### src/rtl/mix_columns_seq_pkg.sv
// Shared definitions for the sequential AES MixColumns engine.
//   AES_POLY : low byte of the GF(2^8) reduction polynomial x^8+x^4+x^3+x+1
//   NB       : columns per AES state
//   STATE_W  : state width in bits
//   COL_W    : column width in bits
//   state_e  : controller state encoding
package mix_columns_seq_pkg;

  localparam logic [7:0] AES_POLY = 8'h1b;
  localparam int         NB       = 4;
  localparam int         STATE_W  = 128;
  localparam int         COL_W    = 32;

  typedef enum logic [1:0] {
    IDLE = 2'd0,
    BUSY = 2'd1,
    DONE = 2'd2
  } state_e;

endpackage

### src/rtl/mix_columns_seq_mix_single_column.sv
// mix_single_column: combinational MixColumns of one 32-bit AES column.
//   col_i : input column, row 0 in [31:24] down to row 3 in [7:0]
//   col_o : mixed column, same byte layout
module mix_single_column
  import mix_columns_seq_pkg::*;
(
  input  logic [COL_W-1:0] col_i,
  output logic [COL_W-1:0] col_o
);

  // Multiply by x in GF(2^8): shift, then fold the overflow bit back in.
  function automatic logic [7:0] xtime(input logic [7:0] x);
    return {x[6:0], 1'b0} ^ (x[7] ? AES_POLY : 8'h00);
  endfunction

  logic [7:0] a0, a1, a2, a3;
  logic [7:0] x0, x1, x2, x3;

  assign {a0, a1, a2, a3} = col_i;

  assign x0 = xtime(a0);
  assign x1 = xtime(a1);
  assign x2 = xtime(a2);
  assign x3 = xtime(a3);

  // 3*a is expanded as 2*a ^ a.
  assign col_o[31:24] = x0        ^ (x1 ^ a1) ^ a2        ^ a3;
  assign col_o[23:16] = a0        ^ x1        ^ (x2 ^ a2) ^ a3;
  assign col_o[15:8]  = a0        ^ a1        ^ x2        ^ (x3 ^ a3);
  assign col_o[7:0]   = (x0 ^ a0) ^ a1        ^ a2        ^ x3;

endmodule

### src/rtl/mix_columns_seq.sv
// mix_columns_seq: sequential AES MixColumns, COLS_PER_CYCLE columns per cycle.
//   clk, rst          : rising-edge clock, synchronous active-high reset
//   in_valid/in_ready : input handshake; in_data sampled only on accept
//   in_data           : 128-bit state, column c at [127-32c -: 32]
//   out_valid/out_ready : output handshake; result held until accepted
//   out_data          : MixColumns(in_data), zero when no result is held
module mix_columns_seq
  import mix_columns_seq_pkg::*;
#(
  parameter int COLS_PER_CYCLE = 1
) (
  input  logic               clk,
  input  logic               rst,
  input  logic               in_valid,
  output logic               in_ready,
  input  logic [STATE_W-1:0] in_data,
  output logic               out_valid,
  input  logic               out_ready,
  output logic [STATE_W-1:0] out_data
);

  if (!(COLS_PER_CYCLE == 1 || COLS_PER_CYCLE == 2 || COLS_PER_CYCLE == 4)) begin : g_bad_cols
    $error("mix_columns_seq: COLS_PER_CYCLE must be 1, 2 or 4");
  end

  // col_cnt is 2 bits, so stepping by 4 is a step of 0 and the single
  // group is both first and last.
  localparam logic [1:0] CNT_STEP = 2'(COLS_PER_CYCLE % NB);
  localparam logic [1:0] LAST_CNT = 2'(NB - COLS_PER_CYCLE);
  localparam logic [1:0] TOP_COL  = 2'(NB - 1);

  state_e                     state_q, state_d;
  logic [1:0]                 col_cnt_q;
  // Packed view of the state: column c lives at work_q[NB-1-c], which
  // lines up with the FIPS byte order of in_data.
  logic [NB-1:0][COL_W-1:0]   work_q, work_d;

  logic [COLS_PER_CYCLE-1:0][1:0]       lane_idx;
  logic [COLS_PER_CYCLE-1:0][COL_W-1:0] lane_in, lane_out;

  for (genvar g = 0; g < COLS_PER_CYCLE; g++) begin : g_lane
    assign lane_idx[g] = col_cnt_q + 2'(g);
    assign lane_in[g]  = work_q[TOP_COL - lane_idx[g]];
    mix_single_column u_mix (
      .col_i (lane_in[g]),
      .col_o (lane_out[g])
    );
  end

  always_comb begin
    work_d = work_q;
    for (int i = 0; i < COLS_PER_CYCLE; i++)
      work_d[TOP_COL - lane_idx[i]] = lane_out[i];
  end

  // State register
  always_ff @(posedge clk) begin
    if (rst) state_q <= IDLE;
    else     state_q <= state_d;
  end

  // Next-state logic
  always_comb begin
    state_d = state_q;
    case (state_q)
      IDLE:    if (in_valid)              state_d = BUSY;
      BUSY:    if (col_cnt_q == LAST_CNT) state_d = DONE;
      DONE:    if (out_ready)             state_d = IDLE;
      default:                            state_d = IDLE;
    endcase
  end

  // Output decode
  always_comb begin
    in_ready  = (state_q == IDLE);
    out_valid = (state_q == DONE);
    out_data  = (state_q == DONE) ? work_q : '0;
  end

  // Working register and column counter
  always_ff @(posedge clk) begin
    if (rst) begin
      work_q    <= '0;
      col_cnt_q <= '0;
    end else begin
      case (state_q)
        IDLE: if (in_valid) begin
          work_q    <= in_data;
          col_cnt_q <= '0;
        end
        BUSY: begin
          work_q    <= work_d;
          col_cnt_q <= col_cnt_q + CNT_STEP;
        end
        default: ;
      endcase
    end
  end

endmodule

### config.mk
export PLATFORM = sky130hd
export DESIGN_NAME = mix_columns_seq
export DESIGN_NICKNAME = d
export VERILOG_FILES = /design/src/rtl/mix_columns_seq_pkg.sv /design/src/rtl/mix_columns_seq_mix_single_column.sv /design/src/rtl/mix_columns_seq.sv
export SDC_FILE = /design/constraint.sdc
export NUM_CORES = 1
export LEC_CHECK = 0
export ABC_AREA = 0
export CAP_MARGIN = 40
export CORE_UTILIZATION = 30
export DETAILED_ROUTE_END_ITERATION = 10
export GPL_TIMING_DRIVEN = 0
export REMOVE_ABC_BUFFERS = 1
export SYNTH_ARGS = -nofsm -noshare
export SYNTH_HDL_FRONTEND = slang
export SYNTH_HIERARCHICAL = 1
export SYNTH_SLANG_ARGS = --single-unit
### constraint.sdc
create_clock -name clk -period 4 [get_ports clk]
set_clock_uncertainty 0.15 [all_clocks]
set_input_delay 0.4 -clock clk [delete_from_list [all_inputs] [get_ports clk]]
set_output_delay 0.4 -clock clk [all_outputs]
set_load 0.1 [all_outputs]
==> flow_summary.toml <==
[yosys]
netlist_area_um2 = 9285
yosys.area_share.adder_pct = 0.5390
synth_compound_area_share_pct = 19.74
synthSimpleGateAreaFrac_pct = 23.20
synth-seq-cells = 132
synth_seq_area_share_pct = 28.46
synth-edff-count = 0
synth.most_common_cell = "dfxtp_1"
synthFlopType = "dfxtp_1"
synth.avg_cell_area_um2 = 10.41
synth_xor_area_share_pct = 13.60
ys_warn_count = 6
syn_inst = 892
yosys.area.top_type_share_pct = 28.46
synth_common_cells = "dfxtp_1, a21oi_1, and2_1, and4b_1, o2bb2ai_1"
synth_top_family_by_area = "simple AND/OR/NAND/NOR gates"
synth_async_sr_flop_share_pct = 0
muxShareOfSynthArea_pct = 8.543
synth_area_leaders = "dfxtp_1, and4b_1, o2bb2ai_1, xnor3_1, and2_1"
synth.distinct_cells = 36
yosys.area.top_type = "dfxtp_1"

[timing]
fin_crit_ns = 3.640
setup_ws_ns = 0.3604
max_freq_mhz = 274.8
max_slew_margin_pct = 40.05
tightest_slew_ns = 0.8993
rsz0062_at_grt = "no"
fin_crit_sh_pct = 90.99
slew_viol_final = 0
hold_violations = 0
setup_viol = 0

[routing]
drt-pass1-iter-count = 6
num_vias = 8888
ant_nets = 0
vias_per_cell = 5.473
drtIter0Drc = 756
wl_per_cell_um = 22.43
drc = 0
drt_wl_total_um = 36420

[layout]
design_area_um2 = 15090
layout-drive-gt1-share_pct = 19.32
area_delta_synth_final_pct = 62.51
fin_nets = 1350

[clocking]
cts_tree = "yes"
clkLatencyLatePin_ns = 0.42
htreeDepth = 4
cts_root_buffer = "clkbuf_16"
cts_resized = 0
ctsLongestPathBuffers = 2
cts_buffers = 17
cts_hold_buf = 0
path_clk_slew_ns = 0.07
clock-sinks = 132

[floorplanning]
rows = 64
die_w_um = 177.9
fp.dieH_um = 177.9
io_pins = 262
initial_core_util_pct = 30.43
die_area_um2 = 31660
coreArea_um2 = 30510

[setup_path]
arrival_ns = 3.09
crit_fanout = 78
crit_type = "reg2out"
path_buf_inv = 5
slowest_delay_ns = 0.61
startpoint_type = "flop"
timing.critical_path.cells = "buf_16 -> nor2b_4 -> buf_4 -> buf_12 -> and2_1 -> clkdlybuf4s50_1 -> buf_8"
slowest_stage = "dfxtp_4"
cp_top_family = "buffers and inverters"
cp-end-kind = "output port"
worstPathRequired_ns = 3.45

[global_route]
grt_max_degree = 79
grt_pass1_wl_um = 54740
grt_pass1_vias = 9023
gr-usage-all-layers_pct = 22.95
grt_overflow = 0
antenna_found_initial = 0

[pwr]
pwr-share-comb_pct = 34.1
p_sw_share_pct = 32.16
internal_power_w = 0.003319
switchingPower_w = 0.001574
pwr-share-seq_pct = 31.3
p_leak_nw = 5.957
vdd_drop_max_mv = 0.2521
clockPowerShare_pct = 34.6
powerDensity_nw_per_um2 = 324.3

[placed_design]
routabilityCongestion = 0.7503
placed_area_um2 = 14430
port_buffers = 261
dp_hpwl_um = 24920
dpl_worst_slack_ns = 0.3463

[status]
status = "complete, no violations"

[min_path]
hp-class = "reg2reg"

[run]
max_cap_violations = 0
[repair_timing]
| item | CTS | global route |
|---|---|---|
| gates cloned | 0 | 0 |
| endpoints found under the setup margin | 1 | 2 |
| setup buffers | 1 | 1 |
[through the flow]
step	TNS (ns)	hold WS, ns	util [%]	cells	power, W
2_1_floorplan	-377.37	0.2905	-	785	0.002605
3_3_place_gp	-1446.90	0.3078	38.87	1442	0.003153
3_5_place_dp	0	0.3092	47.31	1589	0.003204
4_1_cts	0	0.3300	49.43	1622	0.004905
5_1_grt	0	0.3431	49.45	1623	0.005092
6_report	0	0.3314	49.46	1624	0.004893
[sequential cells by signal, indices dropped and copies added, names as in the netlist]
register / cells
col_cnt_q: 2
state_q: 2
work_q: 128
[cells by family (layout without fill, tap and decap cells)]
kind of cell / after synthesis / in the layout
muxes: 38 / 38
xor gates and xnor gates: 73 / 73
other: 0 / 1
buffers and inverters: 111 / 446
AOI/OAI and AO/OA: 263 / 263
adders and majority gates: 4 / 4
DFF: 132 / 132
and+or+nand+nor: 271 / 271
[path summary, 6_finish.rpt]
kind                        startpoint                       to  slack, ns  cells past startpoint
max            state_q[1]$_SDFFE_PP0P_            out_data[117]       0.36                      7
min            work_q[33]$_SDFFE_PP0P_  work_q[33]$_SDFFE_PP0P_       0.33                      1
max reg2reg  col_cnt_q[0]$_SDFFE_PP0P_  work_q[19]$_SDFFE_PP0P_       0.45                      6
min reg2reg    work_q[33]$_SDFFE_PP0P_  work_q[33]$_SDFFE_PP0P_       0.33                      1
[power by group through the flow]
stage	clock (W)	combinational, W	sequential [W]
2_1_floorplan	0	0.00109	0.00152
5_1_grt	0.00178	0.00177	0.00155
6_report	0.00169	0.00167	0.00153
3_5_place_dp	0	0.00164	0.00156
3_3_place_gp	0	0.00158	0.00157
4_1_cts	0.00172	0.00165	0.00153
[layout make-up]
class / instances / area (µm²)
Inverter: 4 / 15.01
Antenna cell: 1 / 2.502
Timing Repair Buffer: 410 / 5162
Multi-Input combinational cell: 649 / 6141
Clock inverter: 12 / 181.4
Tap cell: 396 / 495.5
Fill cell: 2638 / 15420
Sequential cell: 132 / 2655
Clock buffer: 20 / 436.7
[metal layers]
| layer | wire length, µm | global-route usage (%) |
|---|---|---|
| met1 | 15640 | 30.58 |
| met2 | 17910 | 37.87 |
| met3 | 2242 | 3.920 |
| met4 | 627 | 6.517 |
| met5 | 0 | 0 |
[cell usage in the layout, fill, tap and decap left out, types with 6 or more instances in the layout]
| cell | count |
|---|---|
| a21oi_1 | 129 |
| and2_1 | 128 |
| and4b_1 | 127 |
| buf_16 | 24 |
| buf_8 | 120 |
| clkbuf_16 | 17 |
| clkdlybuf4s50_1 | 261 |
| dfxtp_1 | 128 |
| mux4_2 | 32 |
| o2bb2ai_1 | 127 |
| xnor2_1 | 15 |
| xnor3_1 | 36 |
| xor2_1 | 11 |
| xor3_1 | 6 |
No activity file was read; power rests on OpenSTA's default activity.
